$ cat src/rtl/cdc_rx_buffer_if.sv
// Bundles the receive-side handshake, data and status signals of cdc_rx_buffer.
// The master side drives writes, reads and clears; the slave side is the buffer.
interface cdc_rx_buffer_if #(
    parameter int WIDTH = 32,
    parameter int DEPTH = 4,
    parameter int CNT_W = 8
);
    logic                     en;
    logic                     vld_in;
    logic [WIDTH-1:0]         mdata_in;
    logic                     sdata_in;
    logic                     out_rdy;
    logic                     clr_ovf;
    logic                     vld_out;
    logic [WIDTH-1:0]         mdata_out;
    logic                     sdata_pulse;
    logic [$clog2(DEPTH):0]   level;
    logic                     full;
    logic                     ovf;
    logic [CNT_W-1:0]         drop_cnt;

    modport master (
        output en, vld_in, mdata_in, sdata_in, out_rdy, clr_ovf,
        input  vld_out, mdata_out, sdata_pulse, level, full, ovf, drop_cnt
    );

    modport slave (
        input  en, vld_in, mdata_in, sdata_in, out_rdy, clr_ovf,
        output vld_out, mdata_out, sdata_pulse, level, full, ovf, drop_cnt
    );
endinterface

$ cat src/rtl/cdc_rx_buffer.sv
// Receive-domain FIFO for synchronized CDC data plus a rising-edge detector on the single-bit level.
// Write-to-head latency 1 cycle; a write into a full FIFO is dropped (sticky ovf, saturating count) unless a read frees the slot on the same edge.
module cdc_rx_buffer #(
    parameter int WIDTH = 32,
    parameter int DEPTH = 4,
    parameter int CNT_W = 8
) (
    input  logic             clk_b,
    input  logic             rst_b,
    cdc_rx_buffer_if.slave   bus
);
    localparam int AW = $clog2(DEPTH);
    localparam logic [AW:0]      LVL_FULL = (AW+1)'(DEPTH);
    localparam logic [AW:0]      LVL_ONE  = (AW+1)'(1);
    localparam logic [AW-1:0]    PTR_ONE  = AW'(1);
    localparam logic [CNT_W-1:0] CNT_ONE  = CNT_W'(1);
    localparam logic [CNT_W-1:0] CNT_MAX  = '1;

    logic [WIDTH-1:0] mem [DEPTH];

    logic [AW-1:0]    wptr_q, wptr_d;
    logic [AW-1:0]    rptr_q, rptr_d;
    logic [AW:0]      level_q, level_d;
    logic             ovf_q, ovf_d;
    logic [CNT_W-1:0] drop_cnt_q, drop_cnt_d;
    logic             sdata_q;
    logic             pulse_q;

    logic full_w, rd_w, wr_w, drop_w;

    assign full_w = (level_q == LVL_FULL);
    assign rd_w   = (level_q != '0) && bus.out_rdy;
    // A simultaneous read frees the slot, so a full FIFO still accepts the write.
    assign wr_w   = bus.vld_in && bus.en && (!full_w || rd_w);
    assign drop_w = bus.vld_in && bus.en && full_w && !rd_w;

    always_comb begin
        wptr_d     = wptr_q;
        rptr_d     = rptr_q;
        level_d    = level_q;
        ovf_d      = ovf_q;
        drop_cnt_d = drop_cnt_q;

        if (wr_w) wptr_d = wptr_q + PTR_ONE;
        if (rd_w) rptr_d = rptr_q + PTR_ONE;

        case ({wr_w, rd_w})
            2'b10:   level_d = level_q + LVL_ONE;
            2'b01:   level_d = level_q - LVL_ONE;
            default: level_d = level_q;
        endcase

        // A drop on the clearing edge wins: it is the first event of the new window.
        if (drop_w) begin
            ovf_d = 1'b1;
            if (bus.clr_ovf)              drop_cnt_d = CNT_ONE;
            else if (drop_cnt_q != CNT_MAX) drop_cnt_d = drop_cnt_q + CNT_ONE;
        end else if (bus.clr_ovf) begin
            ovf_d      = 1'b0;
            drop_cnt_d = '0;
        end
    end

    always_ff @(posedge clk_b or posedge rst_b) begin
        if (rst_b) begin
            wptr_q     <= '0;
            rptr_q     <= '0;
            level_q    <= '0;
            ovf_q      <= 1'b0;
            drop_cnt_q <= '0;
            sdata_q    <= 1'b0;
            pulse_q    <= 1'b0;
        end else begin
            wptr_q     <= wptr_d;
            rptr_q     <= rptr_d;
            level_q    <= level_d;
            ovf_q      <= ovf_d;
            drop_cnt_q <= drop_cnt_d;
            sdata_q    <= bus.sdata_in;
            pulse_q    <= bus.sdata_in & ~sdata_q;
        end
    end

    // Storage is left unreset; the head is only meaningful while vld_out is high.
    always_ff @(posedge clk_b) begin
        if (wr_w) mem[wptr_q] <= bus.mdata_in;
    end

    assign bus.vld_out     = (level_q != '0);
    assign bus.mdata_out   = mem[rptr_q];
    assign bus.level       = level_q;
    assign bus.full        = full_w;
    assign bus.ovf         = ovf_q;
    assign bus.drop_cnt    = drop_cnt_q;
    assign bus.sdata_pulse = pulse_q;
endmodule

$ cat src/flat_wrapper.sv
// flat-port wrapper written by rule: the top's interface ports become plain ports
module cdc_rx_buffer_flat 
#(
    parameter int WIDTH = 32,
    parameter int DEPTH = 4,
    parameter int CNT_W = 8
)
  (clk_b, rst_b, bus_en, bus_vld_in, bus_mdata_in, bus_sdata_in, bus_out_rdy, bus_clr_ovf, bus_vld_out, bus_mdata_out, bus_sdata_pulse, bus_level, bus_full, bus_ovf, bus_drop_cnt);
  cdc_rx_buffer_if #(.WIDTH(WIDTH), .DEPTH(DEPTH), .CNT_W(CNT_W)) bus_i ();
  input  logic clk_b;
  input  logic rst_b;
  input wire logic [$bits(bus_i.en)-1:0] bus_en;
  input wire logic [$bits(bus_i.vld_in)-1:0] bus_vld_in;
  input wire logic [$bits(bus_i.mdata_in)-1:0] bus_mdata_in;
  input wire logic [$bits(bus_i.sdata_in)-1:0] bus_sdata_in;
  input wire logic [$bits(bus_i.out_rdy)-1:0] bus_out_rdy;
  input wire logic [$bits(bus_i.clr_ovf)-1:0] bus_clr_ovf;
  output wire logic [$bits(bus_i.vld_out)-1:0] bus_vld_out;
  output wire logic [$bits(bus_i.mdata_out)-1:0] bus_mdata_out;
  output wire logic [$bits(bus_i.sdata_pulse)-1:0] bus_sdata_pulse;
  output wire logic [$bits(bus_i.level)-1:0] bus_level;
  output wire logic [$bits(bus_i.full)-1:0] bus_full;
  output wire logic [$bits(bus_i.ovf)-1:0] bus_ovf;
  output wire logic [$bits(bus_i.drop_cnt)-1:0] bus_drop_cnt;
  assign bus_i.en = bus_en;
  assign bus_i.vld_in = bus_vld_in;
  assign bus_i.mdata_in = bus_mdata_in;
  assign bus_i.sdata_in = bus_sdata_in;
  assign bus_i.out_rdy = bus_out_rdy;
  assign bus_i.clr_ovf = bus_clr_ovf;
  assign bus_vld_out = bus_i.vld_out;
  assign bus_mdata_out = bus_i.mdata_out;
  assign bus_sdata_pulse = bus_i.sdata_pulse;
  assign bus_level = bus_i.level;
  assign bus_full = bus_i.full;
  assign bus_ovf = bus_i.ovf;
  assign bus_drop_cnt = bus_i.drop_cnt;
  cdc_rx_buffer #(.WIDTH(WIDTH), .DEPTH(DEPTH), .CNT_W(CNT_W)) u_core (.clk_b(clk_b), .rst_b(rst_b), .bus(bus_i));
endmodule
$ cat config.mk
export PLATFORM = sky130hd
export DESIGN_NAME = cdc_rx_buffer_flat
export DESIGN_NICKNAME = d
export VERILOG_FILES = /design/src/rtl/cdc_rx_buffer_if.sv /design/src/rtl/cdc_rx_buffer.sv /design/src/flat_wrapper.sv
export SDC_FILE = /design/constraint.sdc
export NUM_CORES = 1
export LEC_CHECK = 0
export ABC_CLOCK_PERIOD_IN_PS = 2200
export BUFFER_PORTS_ARGS = -buffer_cell sky130_fd_sc_hd__buf_4
export CAP_MARGIN = 20
export CORE_MARGIN = 2
export CORE_UTILIZATION = 58
export CTS_BUF_LIST = sky130_fd_sc_hd__clkbuf_2
export DETAILED_ROUTE_END_ITERATION = 7
export GPL_ROUTABILITY_DRIVEN = 1
export MAX_ROUTING_LAYER = met4
export PLACE_DENSITY = 0.81
export RECOVER_POWER = 25
export SLEW_MARGIN = 20
export SYNTH_ARGS = -nofsm -noshare
export SYNTH_HDL_FRONTEND = slang
export SYNTH_SLANG_ARGS = --single-unit
$ cat constraint.sdc
create_clock -name clk_b -period 2.2 [get_ports clk_b]
set_input_delay 0.22 -clock clk_b [delete_from_list [all_inputs] [get_ports clk_b]]
set_output_delay 0.22 -clock clk_b [all_outputs]
set_load 0.02 [all_outputs]
; After elaboration in Yosys (flattened, before gate mapping)
; Memory sizes are Yosys's and may differ from the RTL's.
; Cells that the tools add are included.
[word_totals]
register_bits = 18
mem_bits_rw = 128
inputBits = 39
output_inout_bits = 47
wordCells = 41
n_memories = 1
[mem_list]
columns = name, depth, width, rd, rd_ports_with_merged_regs, wr, line
row1 = u_core.mem, 4, 32, 1, 0, 1, cdc_rx_buffer.sv:19  ; logic [WIDTH-1:0] mem [DEPTH];
[op_classes]
addsub = 5
eq_ne = 4
n_mux = 9
n_bitwise = 2
reduce_logical = 13
[op_table]
columns = op, n
row1 = $mux W8, 4
row2 = $add A8 B1 Y8 const B, 1
row3 = $ne A8 B8 Y1 const B, 1
row4 = $pmux W3 S2, 1
row5 = $reduce_bool A2 Y1, 3
row6 = $logic_and A1 B1 Y1, 5
row7 = $add A2 B1 Y2 const B, 2
row8 = $mux W1, 4
row9 = $add A3 B1 Y3 const B, 1
row10 = $eq A3 B3 Y1 const B, 1
row11 = $reduce_bool A3 Y1, 1
row12 = $sub A3 B1 Y3 const B, 1
row13 = $eq A2 B1 Y1 const B, 1
row14 = $eq A2 B2 Y1 const B, 1
row15 = $logic_not A1 Y1, 2
row16 = $reduce_and A2 Y1, 1
row17 = $and A1 B1 Y1, 1
row18 = $logic_or A1 B1 Y1, 1
row19 = $not A1 Y1, 1

; Longest topological paths before layout
[logic_depth]
ltp_word = 6
ltp_mapped = 9
mapped_depth_nobuf = 9

; Worst setup path after synthesis
; Ideal clock, no wire load.
[synth_timing]
path_kind = register to register
startpoint = register u_core.level_q[0], in the netlist u_core.bus.level[0]
endpoint = register u_core.level_q[2], in the netlist u_core.bus.level[2]
setup_time_ns = 0.134
arrival_ns = 2.059
t_required_ns = 2.066
slack_ns = 0.008
stages_incl_launch_ff = 9
n_path_buf = 0
cell_sequence = dfrtp_1 > or3_2 > and2_1 > ha_1 > inv_1 > fa_1 > xor2_1 > nor2_1 > xor2_1
[synth_via]
elab_chain_cells = 6
elab_cells_between_ends = 12
cone_classes = add/sub (2) / eq/ne (3) / mux (1) / reduce/logical (6)
[synth_rtl]
columns = element, line
row1 = "start, declared", cdc_rx_buffer.sv:23  ; logic [AW:0] level_q, level_d;
row2 = "start signal, assigned", cdc_rx_buffer.sv:76  ; level_q <= level_d;
row3 = $reduce_bool A3 Y1 *, --
row4 = net bus_vld_out, flat_wrapper.sv:18  ; output wire logic [$bits(bus_i.vld_out)-1:0] bus_vld_out;
row5 = $logic_and A1 B1 Y1 *, cdc_rx_buffer.sv:32  ; assign rd_w = (level_q != '0) && bus.out_rdy;
row6 = net u_core.rd_w, cdc_rx_buffer.sv:29  ; logic full_w, rd_w, wr_w, drop_w;
row7 = $logic_or A1 B1 Y1, cdc_rx_buffer.sv:34  ; assign wr_w = bus.vld_in && bus.en && (!full_w || rd_w);
row8 = $logic_and A1 B1 Y1, cdc_rx_buffer.sv:34
row9 = $eq A2 B1 Y1 or $eq A2 B2 Y1 (tied branches), cdc_rx_buffer.sv:47  ; case ({wr_w, rd_w})
row10 = $pmux W3 S2 or $reduce_bool A2 Y1 (tied branches), --
; Mark *: on every way through the listed nets, which the timed path passes. The rest lies on a longest branch.
; A chain may end at the register's enable or synchronous reset.

; Worst setup path in the final report
[layout_timing]
startpoint = register u_core.rptr_q[0]
endpoint = output port bus_mdata_out[14]
[layout_via]
elab_chain_cells = 1
[layout_rtl]
columns = element, line
row1 = "start, declared", cdc_rx_buffer.sv:22  ; logic [AW-1:0] rptr_q, rptr_d;
row2 = "start signal, assigned", cdc_rx_buffer.sv:75  ; rptr_q <= rptr_d;
row3 = $mem_v2 Z4 W32, --
row4 = "end, declared", flat_wrapper.sv:19  ; output wire logic [$bits(bus_i.mdata_out)-1:0] bus_mdata_out;
; Every way passes these cells.

==> impl_metrics.json <==
{
  "core_area_sq_um": 9330,
  "syn_area_sq_um": 5630,
  "path_cells": "buf_12 -> buf_12 -> mux4_2 -> buf_6",
  "grt_antenna_before_repair": 0,
  "fin_nets": 462,
  "cp-start-kind": "flip-flop",
  "finalWirelength_microns": 10600,
  "synthArstFlopShare": 0.123,
  "pwr-share-comb": 0.404,
  "reg2regPathDepth": 8,
  "intPower_mw": 5.57,
  "avgSynthCellArea_sq_um": 21.5,
  "setup_viol": 32,
  "p_sw_mw": 2.75,
  "power.leakage_nw": 2.61,
  "grt_pass1_vias": 3131,
  "syn-num-nets": 308,
  "p_per_area_nw_per_um2": 1140,
  "first_iter_violations": 197,
  "worst_pin_slew_ps": 674,
  "insertion_delay_ps": 690,
  "cts-root-buf": "clkbuf_2",
  "synth_top_area_share": 0.683,
  "slew_headroom": 0.550,
  "viasPerCell": 5.44,
  "clk_pin_slew_ps": 220,
  "cts_buffer_depth": 2,
  "hp-class": "in -> async",
  "crit_top_cell": "buf_12",
  "crit_buf_inv": 3,
  "rsz0062_at_grt": "yes",
  "clock-skew-final_ps": 26.5,
  "worst_ir_drop_vdd_mv": 0.917,
  "slew_violations": 0,
  "vias": 3035,
  "worstPathArrival_ps": 2070,
  "path_delay_family": "multiplexers",
  "grt_max_degree": 24,
  "outcome": "complete, but fails checks",
  "htree_levels": 4,
  "dpl_cell_area_sq_um": 6510,
  "yosys-top-cells-area": "edfxtp_1 68%, mux4_2 13%, dfrtp_1 8.0%",
  "numCtsBuffers": 17,
  "hpwl_microns": 6250,
  "die_h_microns": 103,
  "crit_type": "reg -> out",
  "drive_gt1_frac": 0.375,
  "ys.warnings.count": 0,
  "r2r-start": "u_core.bus.level[0]",
  "cp_max_fo": 7,
  "io_pins": 86,
  "track_usage": 0.216,
  "design_area_sq_um": 7280,
  "fin_ws_ps": -93.9,
  "overflow": 0,
  "ant_nets": 0,
  "synth_cell_type_count": 38,
  "synth_largest_area_cell": "edfxtp_1",
  "finalCriticalPeriod_ps": 2290,
  "maxCapViolations": 0,
  "fmax_ghz": 0.436,
  "gp_congestion": 0.729,
  "path_depth": 4,
  "cp.required_ps": 1980,
  "ys_ff_latch": 146,
  "syn_to_final_growth_pct": 29.3,
  "violations": "negative setup slack",
  "dr.pass1.iters": 4,
  "cp-end-kind": "output port",
  "cpMaxStageDelayCell": "mux4_2",
  "final_hold_viol_count": 0,
  "dieArea_sq_um": 10500,
  "yosys.cell_count.top_type": "edfxtp_1",
  "synth_edf_count": 128,
  "rows": 35,
  "seqPwrFrac": 0.420,
  "drc": 0,
  "die_w_microns": 103,
  "fin_crit_sh": 1.04,
  "start_util": 0.604,
  "port_buffers": 85,
  "clkPwrFrac": 0.176,
  "grt_pass1_wl_microns": 15700,
  "max_stage_delay_ps": 550,
  "timing.hold.ws_ps": 152,
  "syn_inst": 262,
  "routedWlPerCell_microns": 19.0,
  "synth_flop_cell": "edfxtp_1",
  "diodes": 0,
  "cts_tree": "done",
  "ys_seq_area_frac": 0.763,
  "cts.sinks": 146,
  "setup.worst_path.start": "u_core.rptr_q[0]",
  "swShare": 0.331,
  "yosys-top-cells-count": "128 x edfxtp_1, 32 x mux4_2, 18 x dfrtp_1, 9 x inv_1"
}
-- placed cells by master, fill, tap and decap left out, types with 4 or more instances in the layout --
cell type and instances:
edfxtp_1 128, buf_4 45, dlygate4sd3_1 38, mux4_2 32, buf_6 32, clkbuf_1 23
clkbuf_2 17, dfrtp_1 14, inv_1 9, nand2_1 6, nor2_1 6, xnor2_1 6
ha_1 6, clkinvlp_4 5, nand3_1 4, and3_2 4, inv_6 4
-- area by class of cell --
type / instances / area (sq um)
multi-input combinational: 97 / 1250
timing repair buffer: 145 / 1300
sequential: 146 / 4300
tap: 129 / 161
clock inverter: 15 / 149
fill: 522 / 2050
clock buffer: 17 / 85.1
inverter: 9 / 33.8
-- power by group through the flow --
stage / Sequential, mW / Combinational (mW) / Clock [mW]
floorplan: 3.54 / 1.73 / 0
global placement: 3.62 / 2.69 / 0
detailed placement: 3.65 / 2.71 / 0
CTS: 3.50 / 3.15 / 1.48
global route: 3.52 / 3.57 / 1.61
finish: 3.50 / 3.36 / 1.46
-- sequential cells by signal (all words and copies together) (netlist names) --
name and cells:
u_core.bus.drop_cnt 8, u_core.bus.level 3, u_core.bus.ovf 1, u_core.bus.sdata_pulse 1, u_core.mem 128, u_core.rptr_q 2, u_core.sdata_q 1, u_core.wptr_q 2
-- through the flow --
step / TNS, ps / util / cells / power, mW / worst slack (ps)
6_report: -1960 / 0.781 / 558 / 8.32 / -93.9
2_1_floorplan: 0 / - / 262 / 5.27 / 7.86
4_1_cts: -3370 / 0.779 / 554 / 8.14 / -139
5_1_grt: -5960 / 0.781 / 558 / 8.70 / -218
3_5_place_dp: 0 / 0.698 / 480 / 6.36 / 74.8
3_3_place_gp: 0 / 0.698 / 480 / 6.31 / 154
-- final timing paths --
kind	end	slack (ps)
max	bus_mdata_out[14]	-90
min	u_core.bus.drop_cnt[0]	150
max reg2reg	u_core.bus.level[2]	100
min reg2reg	u_core.bus.sdata_pulse	440
max in group asynchronous	u_core.rptr_q[1]	1530
min in group clk_b	u_core.sdata_q	200
-- worst reg2reg max path, delay by kind of cell, from the launching register on --
kind / cells / cell delay [ps]
and+or+nand+nor: 3 / 760
adders and majority gates: 2 / 390
buffers and inverters: 1 / 70
DFF: 1 / 480
xor gates and xnor gates: 2 / 290
-- routing by layer --
metal | GRT usage | wire (microns) | up-vias
met3 | 0.0597 | 504 | 6
met1 | 0.273 | 4400 | 1538
met4 | 0.0615 | 41 | 0
li1 | - | - | 1382
met2 | 0.350 | 5660 | 109
met5 | - | 0 | -
-- timing repair --
action,CTS,global route
setup endpoints to repair,32,34
setup buffers,4,2
hold buffers,38,0
endpoints found under the hold margin,161,0
cloned,0,2
gates resized for setup,28,9
-- logic make-up after synthesis --
family	count (synthesis)	synth area share
buffers and inverters	19	0.0147
AO/OA/AOI/OAI	12	0.0184
AND/OR/NAND/NOR	35	0.0418
adder cells (fa/ha/maj)	7	0.0169
XOR/XNOR	9	0.0140
multiplexers	34	0.132
flip-flops	146	0.763
No activity file was read; power rests on OpenSTA's default activity.
